`src/rtl/stack_sequencer.sv`:
```
// Multi-cycle stack sequencer for CALL, RET, interrupt entry and RTI.
// Owns the stack pointer and the stack side of the data-memory port, and freezes the pipeline while busy.
module stack_sequencer #(
  parameter int                      DATA_W     = 16,
  parameter int                      ADDR_W     = 12,
  parameter logic [ADDR_W-1:0]       SP_RESET   = ADDR_W'(2**ADDR_W-1),
  parameter logic [2*DATA_W-1:0]     INT_VECTOR = 32'h0000_0020,
  parameter int                      CCR_W      = 4
) (
  input  logic                  clk,
  input  logic                  rst,
  input  logic                  call_req,
  input  logic                  ret_req,
  input  logic                  rti_req,
  input  logic                  intr,
  input  logic                  pipe_busy,
  input  logic [2*DATA_W-1:0]   pc_in,
  input  logic [2*DATA_W-1:0]   call_target,
  input  logic [CCR_W-1:0]      ccr_in,
  input  logic [DATA_W-1:0]     mem_rdata,
  output logic [ADDR_W-1:0]     mem_addr,
  output logic [DATA_W-1:0]     mem_wdata,
  output logic                  mem_we,
  output logic                  mem_re,
  output logic [ADDR_W-1:0]     sp_out,
  output logic                  freeze_pc,
  output logic                  freeze_cu,
  output logic                  pc_load,
  output logic [2*DATA_W-1:0]   pc_out,
  output logic                  ccr_load,
  output logic [CCR_W-1:0]      ccr_out,
  output logic                  intr_ack,
  output logic                  busy
);

  typedef enum logic [3:0] {
    IDLE, INT_WAIT, PUSH_LO, PUSH_HI, PUSH_CCR, LOAD_PC,
    POP_CCR, POP_HI, POP_LO, POP_END
  } state_t;

  localparam logic [ADDR_W-1:0] SP_ONE = ADDR_W'(1);
  localparam logic [ADDR_W-1:0] SP_TWO = ADDR_W'(2);

  state_t                state;
  logic [ADDR_W-1:0]     sp;
  logic                  int_pending;
  logic                  is_int;
  logic [2*DATA_W-1:0]   pc_lat;
  logic [2*DATA_W-1:0]   tgt_lat;
  logic [CCR_W-1:0]      ccr_lat;
  logic [DATA_W-1:0]     hi_q;
  logic [2*DATA_W-1:0]   pc_q;

  always_ff @(posedge clk or negedge rst) begin
    if (!rst) begin
      state       <= IDLE;
      sp          <= SP_RESET;
      int_pending <= 1'b0;
      is_int      <= 1'b0;
      pc_lat      <= '0;
      tgt_lat     <= '0;
      ccr_lat     <= '0;
      hi_q        <= '0;
      pc_q        <= '0;
      mem_addr    <= '0;
      mem_wdata   <= '0;
      mem_we      <= 1'b0;
      mem_re      <= 1'b0;
      pc_load     <= 1'b0;
      ccr_load    <= 1'b0;
      intr_ack    <= 1'b0;
    end else begin
      mem_we   <= 1'b0;
      mem_re   <= 1'b0;
      pc_load  <= 1'b0;
      ccr_load <= 1'b0;
      intr_ack <= 1'b0;
      if (intr) int_pending <= 1'b1;
      // Outputs are registered on entry to the state that presents them.
      case (state)
        IDLE: begin
          if (rti_req || ret_req || call_req || int_pending) begin
            pc_lat  <= pc_in;
            tgt_lat <= call_target;
            ccr_lat <= ccr_in;
          end
          if (rti_req) begin
            state    <= POP_CCR;
            mem_re   <= 1'b1;
            mem_addr <= sp + SP_ONE;
          end else if (ret_req) begin
            state    <= POP_HI;
            mem_re   <= 1'b1;
            mem_addr <= sp + SP_ONE;
          end else if (call_req) begin
            state     <= PUSH_LO;
            is_int    <= 1'b0;
            mem_we    <= 1'b1;
            mem_addr  <= sp;
            mem_wdata <= pc_in[DATA_W-1:0];
          end else if (int_pending) begin
            state       <= INT_WAIT;
            is_int      <= 1'b1;
            intr_ack    <= 1'b1;
            int_pending <= 1'b0;
          end
        end
        INT_WAIT: begin
          if (!pipe_busy) begin
            state     <= PUSH_LO;
            mem_we    <= 1'b1;
            mem_addr  <= sp;
            mem_wdata <= pc_lat[DATA_W-1:0];
          end
        end
        PUSH_LO: begin
          state     <= PUSH_HI;
          sp        <= sp - SP_ONE;
          mem_we    <= 1'b1;
          mem_addr  <= sp - SP_ONE;
          mem_wdata <= pc_lat[2*DATA_W-1:DATA_W];
        end
        PUSH_HI: begin
          sp <= sp - SP_ONE;
          if (is_int) begin
            state     <= PUSH_CCR;
            mem_we    <= 1'b1;
            mem_addr  <= sp - SP_ONE;
            mem_wdata <= {{(DATA_W-CCR_W){1'b0}}, ccr_lat};
          end else begin
            state   <= LOAD_PC;
            pc_load <= 1'b1;
            pc_q    <= tgt_lat;
          end
        end
        PUSH_CCR: begin
          state   <= LOAD_PC;
          sp      <= sp - SP_ONE;
          pc_load <= 1'b1;
          pc_q    <= INT_VECTOR;
        end
        LOAD_PC: state <= IDLE;
        POP_CCR: begin
          state    <= POP_HI;
          sp       <= sp + SP_ONE;
          mem_re   <= 1'b1;
          mem_addr <= sp + SP_TWO;
          ccr_load <= 1'b1;
        end
        POP_HI: begin
          state    <= POP_LO;
          sp       <= sp + SP_ONE;
          mem_re   <= 1'b1;
          mem_addr <= sp + SP_TWO;
        end
        POP_LO: begin
          state   <= POP_END;
          sp      <= sp + SP_ONE;
          hi_q    <= mem_rdata;
          pc_load <= 1'b1;
        end
        POP_END: state <= IDLE;
        default: state <= IDLE;
      endcase
    end
  end

  // Popped words arrive a cycle after the read, so reloads forward mem_rdata directly.
  assign pc_out    = (state == POP_END) ? {hi_q, mem_rdata} : pc_q;
  assign ccr_out   = ccr_load ? mem_rdata[CCR_W-1:0] : '0;
  assign sp_out    = sp;
  assign busy      = (state != IDLE);
  assign freeze_pc = busy;
  assign freeze_cu = busy && (state != INT_WAIT);

endmodule

```
`config.mk`:
```
export PLATFORM = sky130hd
export DESIGN_NAME = stack_sequencer
export DESIGN_NICKNAME = d
export VERILOG_FILES = /design/src/rtl/stack_sequencer.sv
export SDC_FILE = /design/constraint.sdc
export NUM_CORES = 1
export LEC_CHECK = 0
export BUFFER_PORTS_ARGS = -buffer_cell sky130_fd_sc_hd__buf_2
export CORE_MARGIN = 2
export CORE_UTILIZATION = 50
export DETAILED_ROUTE_END_ITERATION = 7
export PLACE_DENSITY = 0.76
export SLEW_MARGIN = 25
export SYNTH_ARGS = -nofsm -noshare
export SYNTH_HDL_FRONTEND = slang
export SYNTH_SLANG_ARGS = --single-unit
```
`constraint.sdc`:
```
create_clock -name clk -period 3.05 [get_ports clk]
set_clock_uncertainty 0.1 [all_clocks]
set_input_delay 0.61 -clock clk [delete_from_list [all_inputs] [get_ports clk]]
set_output_delay 0.61 -clock clk [all_outputs]
set_load 0.005 [all_outputs]
```
-- Word-level counts from Yosys, hierarchy flattened
Index checks and enable logic that the tools add are counted.
- reduce and logical (&&, ||, !) cells: 21
- equal/unequal tests: 17
- add/subtract/negate cells: 3
- bitwise gates (word level): 2
- mux-type cells: 49
- operators with widths (cell ; count):
    16-bit two-way mux ; 5
    32-bit two-way mux ; 2
    16-bit one-hot mux with 4 select lines ; 1
    32-bit one-hot mux with 2 select lines ; 1
    12-bit two-way mux ; 5
    12-bit one-hot mux with 5 select lines ; 1
    4-bit one-hot mux with 8 select lines ; 1
    4-bit two-way mux ; 6
    12-bit one-hot mux with 2 select lines ; 1
    1-bit two-way mux ; 23
    12-bit by 1-bit adder with 12-bit output, second input constant ; 1
    12-bit by 2-bit adder with 12-bit output, second input constant ; 1
    4-bit by 3-bit == test with 1-bit output, second input constant ; 3
    2-bit != test, second input constant ; 6
    12-bit by 1-bit subtractor with 12-bit output, second input constant ; 1
    4-bit by 2-bit == test with 1-bit output, second input constant ; 2
    4-bit == test, second input constant ; 2
    4-bit AND reduction ; 2
    4-bit nonzero test ; 2
    2-bit AND reduction ; 3
    6-bit AND reduction ; 1
    2-bit nonzero test ; 3
    3-bit OR reduction ; 2
    5-bit != test, second input constant ; 1
    other kinds (11) ; 16
- output and inout port bits: 84
- input bits: 91
- register bits after elaboration: 167
- word-level logic and storage cells: 108

-- Longest topological paths before layout
Gate-level depths: netlist (run 1).
- word-level depth: 6
- depth in mapped cells: 9
- depth with buffers taken out: 7

-- Worst setup path after synthesis (run 1)
No wires, ideal clock.
- kind: register -> register
- start point: register sp[2], in the netlist sp_out[2]
- end point: register mem_addr[5]
- data arrival time: 2235 ps
- setup slack: 588 ps
- cell stages (with the launch flop): 9
- library setup time: 127 ps
- path through: dfstp_2 clkbuf_1 inv_1 ha_1 a21bo_2 or3_1 a221o_1 o21ai_0 a31oi_1
- cells in the longest elaborated chain, start to end: 4
- elaborated cells between the ends (all ways): 7
- classes of those cells: 3 x add/sub; 4 x mux
- ends and longest elaborated chain (what ; RTL line ; text):
    from (decl) ; 45 ; logic [ADDR_W-1:0] sp;
    from (signal assigned) ; 118 ; sp <= sp - SP_ONE;
    from (signal assigned) ; 124 ; sp <= sp - SP_ONE;
    from (signal assigned) ; 138 ; sp <= sp - SP_ONE;
    12-bit by 1-bit adder with 12-bit output ; 90, 94 ;
    12-bit two-way mux ; 91 ; end else if (ret_req) begin
    12-bit two-way mux ; 87 ; if (rti_req) begin
    12-bit one-hot mux with 5 select lines * ; 80 ; case (state)
    to (signal assigned) ; 90 ; mem_addr <= sp + SP_ONE;
    to (signal assigned) ; 94 ; mem_addr <= sp + SP_ONE;
    to (signal assigned) ; 99 ; mem_addr <= sp;
    to (decl) ; 21 ; output logic [ADDR_W-1:0] mem_addr,
Mark *: on every way between the ends. The rest lies on a longest branch, timed or not. The select of a mux whose other input is x is not followed.
A chain may end at the register's enable or synchronous reset.

-- Worst setup path after layout (run 1)
- start point: register state[1]
- end point: output port pc_out[2]
- cells in the longest elaborated chain, start to end: 2
- ends and longest elaborated chain (what ; RTL line ; text):
    from (decl) ; 44 ; state_t state;
    from (signal assigned) ; 56 ; state <= IDLE;
    from (signal assigned) ; 88 ; state <= POP_CCR;
    from (signal assigned) ; 92 ; state <= POP_HI;
    4-bit == test ; 169 ; assign pc_out = (state == POP_END) ? {hi_q, mem_rdata} : pc_q;
    32-bit two-way mux ; 169 ;
    to (decl) ; 29 ; output logic [2*DATA_W-1:0] pc_out,
Every way passes these cells.

==> results of run 1 <==
per-layer routing:
metal  global-route usage  vias up
met1               0.3285     3153
met3              0.06250       36
li1                     -     2952
met5                    0        -
met4               0.1002        0
met2               0.3828      235
how the worst max path moves through the flow:
stage	startpoint	end	slack (ns)	depth (start not counted)
2_1_floorplan	sp_out[2]	mem_addr[5]	0.59	8
5_1_grt	state[1]	pc_out[3]	0.01	6
6_report	state[1]	pc_out[2]	0.13	6
3_5_place_dp	ret_req	mem_addr[10]	0.46	6
3_3_place_gp	sp_out[2]	sp_out[11]	0.40	7
4_1_cts	state[1]	pc_out[2]	0.02	6
Yosys cell counts, types with 4 or more instances:
master      n  share of area
and2_1      6         0.0046
xnor2_1    22          0.024
o21ai_0    49          0.030
inv_1      26          0.012
buf_2      12         0.0074
or3_1       5         0.0038
nor3_1     12         0.0074
dfstp_2    12          0.039
a21oi_1    17          0.010
nand2b_1    6         0.0046
nor4_1      6         0.0046
nor2_1     39          0.018
nand2_1    38          0.018
mux2_2    119           0.16
or4_1       4         0.0037
clkbuf_1   37          0.017
ha_1        5         0.0077
mux4_2      4          0.011
a22o_1     32          0.034
nand4_1     7         0.0054
a221o_1     5         0.0061
a31oi_1     6         0.0046
dfrtp_1   155           0.48
nand3_1    19          0.012
a222oi_1   12          0.015
critical path: stages (launching register included):
cell and delay [ns]:
dfrtp_1 0.46, buf_4 0.22, nand2b_1 0.18, nor2_2 0.13
buf_8 0.25, mux2_2 0.38, buf_2 0.13
where the power goes:
group	internal [mW]	switching, mW	total (mW)
registers	3.35	0.805	4.15
clock network	1.18	0.979	2.16
logic	2.38	2.44	4.82
area by class of cell:
| cell class | instances | area [sq um] |
|---|---|---|
| fill | 1353 | 6001 |
| timing repair buffer | 195 | 1080 |
| inverter | 27 | 102.6 |
| tap | 216 | 270.3 |
| antenna | 2 | 5.005 |
| sequential | 167 | 4194 |
| multi-input combinational | 468 | 3636 |
| clock inverter | 14 | 157.7 |
| clock buffer | 18 | 439.2 |
cell families (layout without fill, tap and decap cells):
family / after synthesis / after routing / synth area share
buf+inv: 82 / 254 / 0.04118
flops: 167 / 167 / 0.5151
other cells: 0 / 2 / 0
fa+ha+maj: 5 / 5 / 0.007683
mux: 126 / 126 / 0.1793
xor+xnor: 23 / 23 / 0.02474
compound gates: 149 / 149 / 0.1286
simple gates: 165 / 165 / 0.1034
sequential cells by signal, summed over array words and instances, names as in the netlist, 4 cells and up:
name	cells
mem_addr	12
sp_out	12
pc_lat	32
state	4
tgt_lat	32
ccr_lat	4
hi_q	16
pc_q	32
mem_wdata	16
cells in the final DEF (no fill, tap or decap), drive strengths merged, types with 12 or more instances in the layout:
| master | n |
|---|---|
| dfrtp | 155 |
| nand2 | 38 |
| buf | 195 |
| a222oi | 12 |
| inv | 32 |
| nand3 | 19 |
| a22o | 32 |
| nor3 | 14 |
| clkbuf | 18 |
| mux2 | 119 |
| nor2 | 39 |
| o21ai | 50 |
| dfstp | 12 |
| a21oi | 17 |
| xnor2 | 22 |
per-stage QoR:
stage | instances | hold WS [ns]
finish | 1107 | 0.06987
global route | 1107 | 0.09465
CTS | 1105 | 0.08051
detailed placement | 1073 | 0.3645
global placement | 1073 | 0.3575
floorplan | 717 | 0.2144
==> results.py, run 1 <==
metrics = {
    "grt": {
        "grt_usage": 0.2454,
        "grt_max_degree": 104,
        "antenna_found_initial": 2,
        "grt_pass1_wl_mm": 33.62,
        "grt_pass1_vias": 6375,
        "overflow": 0,
    },
    "logic_synthesis": {
        "syn_inst": 717,
        "synth_flop_cell": "dfrtp_1",
        "syn_area_sq_um": 8143,
        "synth_edf_count": 0,
        "synth_cell_type_count": 61,
        "synth-warning-count": 0,
        "avgSynthCellArea_sq_um": 11.36,
        "synthesis.nets": 813,
        "synthArstFlopShare": 1.000,
        "ys_ff_latch": 167,
        "ys_seq_area_frac": 0.5151,
    },
    "setup_path": {
        "start_kind": "register",
        "crit_type": "register to output pin",
        "ff2ff_setup_slack_ns": 0.44,
        "cp.required_ns": 2.34,
        "reg2reg_depth": 7,
        "worst-path-max-fanout": 33,
        "crit_arrival_ns": 2.21,
        "timing.rr.start": "sp_out[2]",
        "timing.rr.end": "sp_out[11]",
        "cp-end-kind": "output pin",
    },
    "final_layout": {
        "nets": 972,
        "final_util": 0.6222,
        "drive_above_1_share": 0.4229,
        "design_area_sq_um": 9884,
        "syn_to_final_growth_pct": 21.39,
    },
    "clocking": {
        "numCtsBuffers": 17,
        "cts_tree": "done",
        "htreeDepth": 4,
        "insertion_delay_ns": 0.43,
        "cts_root_buffer": "clkbuf_16",
        "clk_pin_slew_ns": 0.07,
        "clock_path_buffers": 2,
        "ctsHoldBuffers": 0,
        "cts_sinks": 167,
        "ctsResizeCount": 0,
        "cts_setup_buffers": 0,
    },
    "routing": {
        "drt-met1-wl_mm": 8.886,
        "vias": 6376,
        "drtPass1Iterations": 6,
        "met2_length_mm": 9.828,
        "drt_iter0_markers": 677,
        "wl_met3_mm": 1.318,
        "drt-wirelength-per-cell_microns": 18.52,
        "post-route-drc-count": 0,
        "viasPerCell": 5.760,
        "highest_layer": "met4",
        "postRouteAntennaNets": 0,
        "wl_mm": 20.50,
    },
    "timing": {
        "rsz0062_at_grt": "no",
        "worst_slack_ns": 0.1260,
        "max_slew_margin": 0.5075,
        "fin_tns_setup_ns": 0,
        "timing_hold_violations_final": 0,
        "finalSetupViolations": 0,
        "tightest_slew_ns": 0.7369,
        "finalCritPeriodShare": 0.9587,
        "slew_viol_final": 0,
        "fin_crit_ns": 2.924,
        "max_clock_freq_ghz": 0.3420,
    },
    "floorplan": {
        "die_h_microns": 131.6,
        "core_sq_um": 15890,
        "die-area_sq_um": 17320,
        "die_w_microns": 131.6,
        "num_rows": 46,
        "io_pins": 175,
        "start_util": 0.5126,
    },
    "worst_hold_path": {
        "hold_class": "input port to async pin",
    },
    "placement": {
        "portBuffers": 174,
        "gp_congestion": 0.9274,
        "hpwl_mm": 14.22,
        "place_area_sq_um": 9274,
        "place_ws_ns": 0.4585,
    },
    "power": {
        "p_leak_nw": 4.528,
        "vdd_drop_max_mv": 0.6373,
        "power_mw": 11.13,
        "powerDensity_nw_per_um2": 1126,
    },
    "job": {
        "max-cap-violations": 0,
    },
    "outcome": {
        "status": "completed",
    },
}
No activity file was read; power rests on OpenSTA's default activity.
==> run 2: changes to the inputs <==
CORE_MARGIN = default   (was 2)
==> run 2 against run 1 <==
  * First-iteration DRC count decreased by 25%
  * Non-clock buffer count up 1
  * Setup slack improved by 0.028 ns
  * Clock-buffer cell count rose by 3
  * Flip-flop and latch count unchanged
  * Cell area hardly changed
  * Combinational power decreased by 1%
  * Hold slack worse by 0.024 ns
==> results.py, run 2 (synthesis gave the netlist of run 1 again) <==
metrics = {
    "worst_hold_path": {
        "hold_class": "input port to async pin",
    },
    "setup_path": {
        "crit_arrival_ns": 2.19,
        "ff2ff_setup_slack_ns": 0.48,
        "timing.rr.end": "sp_out[11]",
        "cpPeakStageDelay_ns": 0.57,
        "cp_cell_sequence": "nand2b_1 > nor2_2 > buf_6 > mux2_2 > buf_2",
        "slowest_stage": "dfrtp_1",
        "worst-path-max-fanout": 33,
        "cp.required_ns": 2.34,
        "crit_family": "flip-flops",
        "reg2reg_depth": 7,
        "crit_buf_inv": 2,
        "crit_type": "register to output pin",
        "start_kind": "register",
        "cp-end-kind": "output pin",
        "timing.rr.start": "sp_out[1]",
    },
    "final_layout": {
        "layout_common_cells": "buf_2 (173), dfrtp_1 (154), mux2_2 (119)",
        "largest_registers": "pc_lat: 32 flops, pc_q: 32 flops, tgt_lat: 32 flops",
        "drive_above_1_share": 0.4213,
        "nets": 973,
        "syn_to_final_growth_pct": 21.40,
        "layout_commonest_cell": "buf_2",
    },
    "floorplan": {
        "die_w_microns": 129.6,
        "die-area_sq_um": 16800,
        "io_pins": 175,
        "core_sq_um": 15890,
        "die_h_microns": 129.6,
        "num_rows": 46,
        "start_util": 0.5126,
    },
    "clocking": {
        "cts_sinks": 167,
        "cts_tree": "done",
        "cts_root_buffer": "clkbuf_16",
        "htreeDepth": 4,
        "numCtsBuffers": 17,
        "clock_path_buffers": 2,
        "clk_pin_slew_ns": 0.06,
        "insertion_delay_ns": 0.42,
    },
    "timing": {
        "max_clock_freq_ghz": 0.3453,
        "worst_slack_ns": 0.1541,
        "slew_viol_final": 0,
        "timing_hold_violations_final": 0,
        "max_slew_margin": 0.3765,
        "fin_crit_ns": 2.896,
        "finalCritPeriodShare": 0.9495,
        "tightest_slew_ns": 0.9350,
        "finalSetupViolations": 0,
        "fin_tns_setup_ns": 0,
        "rsz0062_at_grt": "no",
    },
    "routing": {
        "drtPass1Iterations": 5,
        "drt-wirelength-per-cell_microns": 18.13,
        "wl_mm": 20.07,
        "viasPerCell": 5.696,
        "postRouteAntennaNets": 0,
        "post-route-drc-count": 0,
        "drt_iter0_markers": 505,
        "vias": 6305,
    },
    "grt": {
        "grt_max_degree": 57,
        "grt_util_met2": 0.3872,
        "grtUsageMet1": 0.3390,
        "grt_pass1_vias": 6024,
        "antenna_found_initial": 0,
        "grt_busiest_layer": "met2",
        "grt_pass1_wl_mm": 31.93,
        "met3_usage": 0.06235,
        "overflow": 0,
        "grt_usage": 0.2472,
    },
    "power": {
        "powerDensity_nw_per_um2": 1130,
        "p_leak_nw": 4.528,
        "vdd_drop_max_mv": 0.5556,
        "power_mw": 11.17,
    },
    "placement": {
        "gp_congestion": 0.9303,
        "place_ws_ns": 0.4986,
        "hpwl_mm": 13.79,
        "portBuffers": 174,
    },
    "job": {
        "max-cap-violations": 0,
    },
    "outcome": {
        "status": "completed",
    },
}
## run 2: cell count changes in the layout (fill, tap and decap cells not counted), sizes merged
| cell | delta |
|---|---|
| inv | -5 |
| clkbuf | +3 |
| bufinv | +2 |
| buf | +1 |
| clkinv | -1 |
| clkinvlp | +1 |
| diode | -1 |
## run 2: per-layer routing
metal,part of all wire,vias up
met5,0,-
met4,0.013,0
met3,0.065,22
met2,0.48,247
met1,0.44,3092
li1,-,2944
## run 2: worst max-delay path by stage
stage / from / end / slack [ns] / cells after the start
3_5_place_dp: state[1] / pc_out[3] / 0.50 / 5
4_1_cts: state[0] / pc_out[3] / 0.05 / 5
6_report: state[1] / pc_out[3] / 0.15 / 5
5_1_grt: state[1] / pc_out[3] / 0.009 / 5
3_3_place_gp: ret_req / mem_addr[10] / 0.55 / 6
2_1_floorplan: sp_out[2] / mem_addr[5] / 0.59 / 8
## run 2: area by class of cell
type	instances	area, sq um
diodes	1	2.502
clock buffers	21	460.4
clock inverters	11	148.9
fillers	1335	6000
inverters	27	102.6
multi-input cells	468	3635
flip-flops and latches	167	4195
well taps	216	270.3
repair buffers	196	1071
## run 2: what timing repair did
item | CTS | global route
endpoints found under the setup margin | 0 | 31
setup buffers | 0 | 0
hold buffers | 0 | 0
resized for setup | 0 | 2
## run 2: power breakdown
group | switching [mW] | internal (mW) | total (mW)
Sequential | 0.873 | 3.35 | 4.22
Combinational | 2.37 | 2.37 | 4.75
Clock | 0.863 | 1.33 | 2.20
## run 2: worst register-to-register path, stage by stage, from the launching register on
cell and delay [ns]:
dfstp_2 0.63, inv_1 0.13, ha_1 0.23, a21boi_0 0.46
nand2_1 0.20, or3_1 0.41, a21oi_1 0.19, xnor2_1 0.14
## run 2: through the flow
| step | utilization | std cells | hold WS [ns] | instance area [sq um] |
|---|---|---|---|---|
| detailed placement | 0.5835 | 1074 | 0.3675 | 9269 |
| finish | 0.6223 | 1107 | 0.04598 | 9886 |
| floorplan | - | 717 | 0.2144 | 8143 |
| global placement | 0.5835 | 1074 | 0.3570 | 9269 |
| CTS | 0.6218 | 1106 | 0.06040 | 9878 |
| global route | 0.6222 | 1106 | 0.08683 | 9883 |
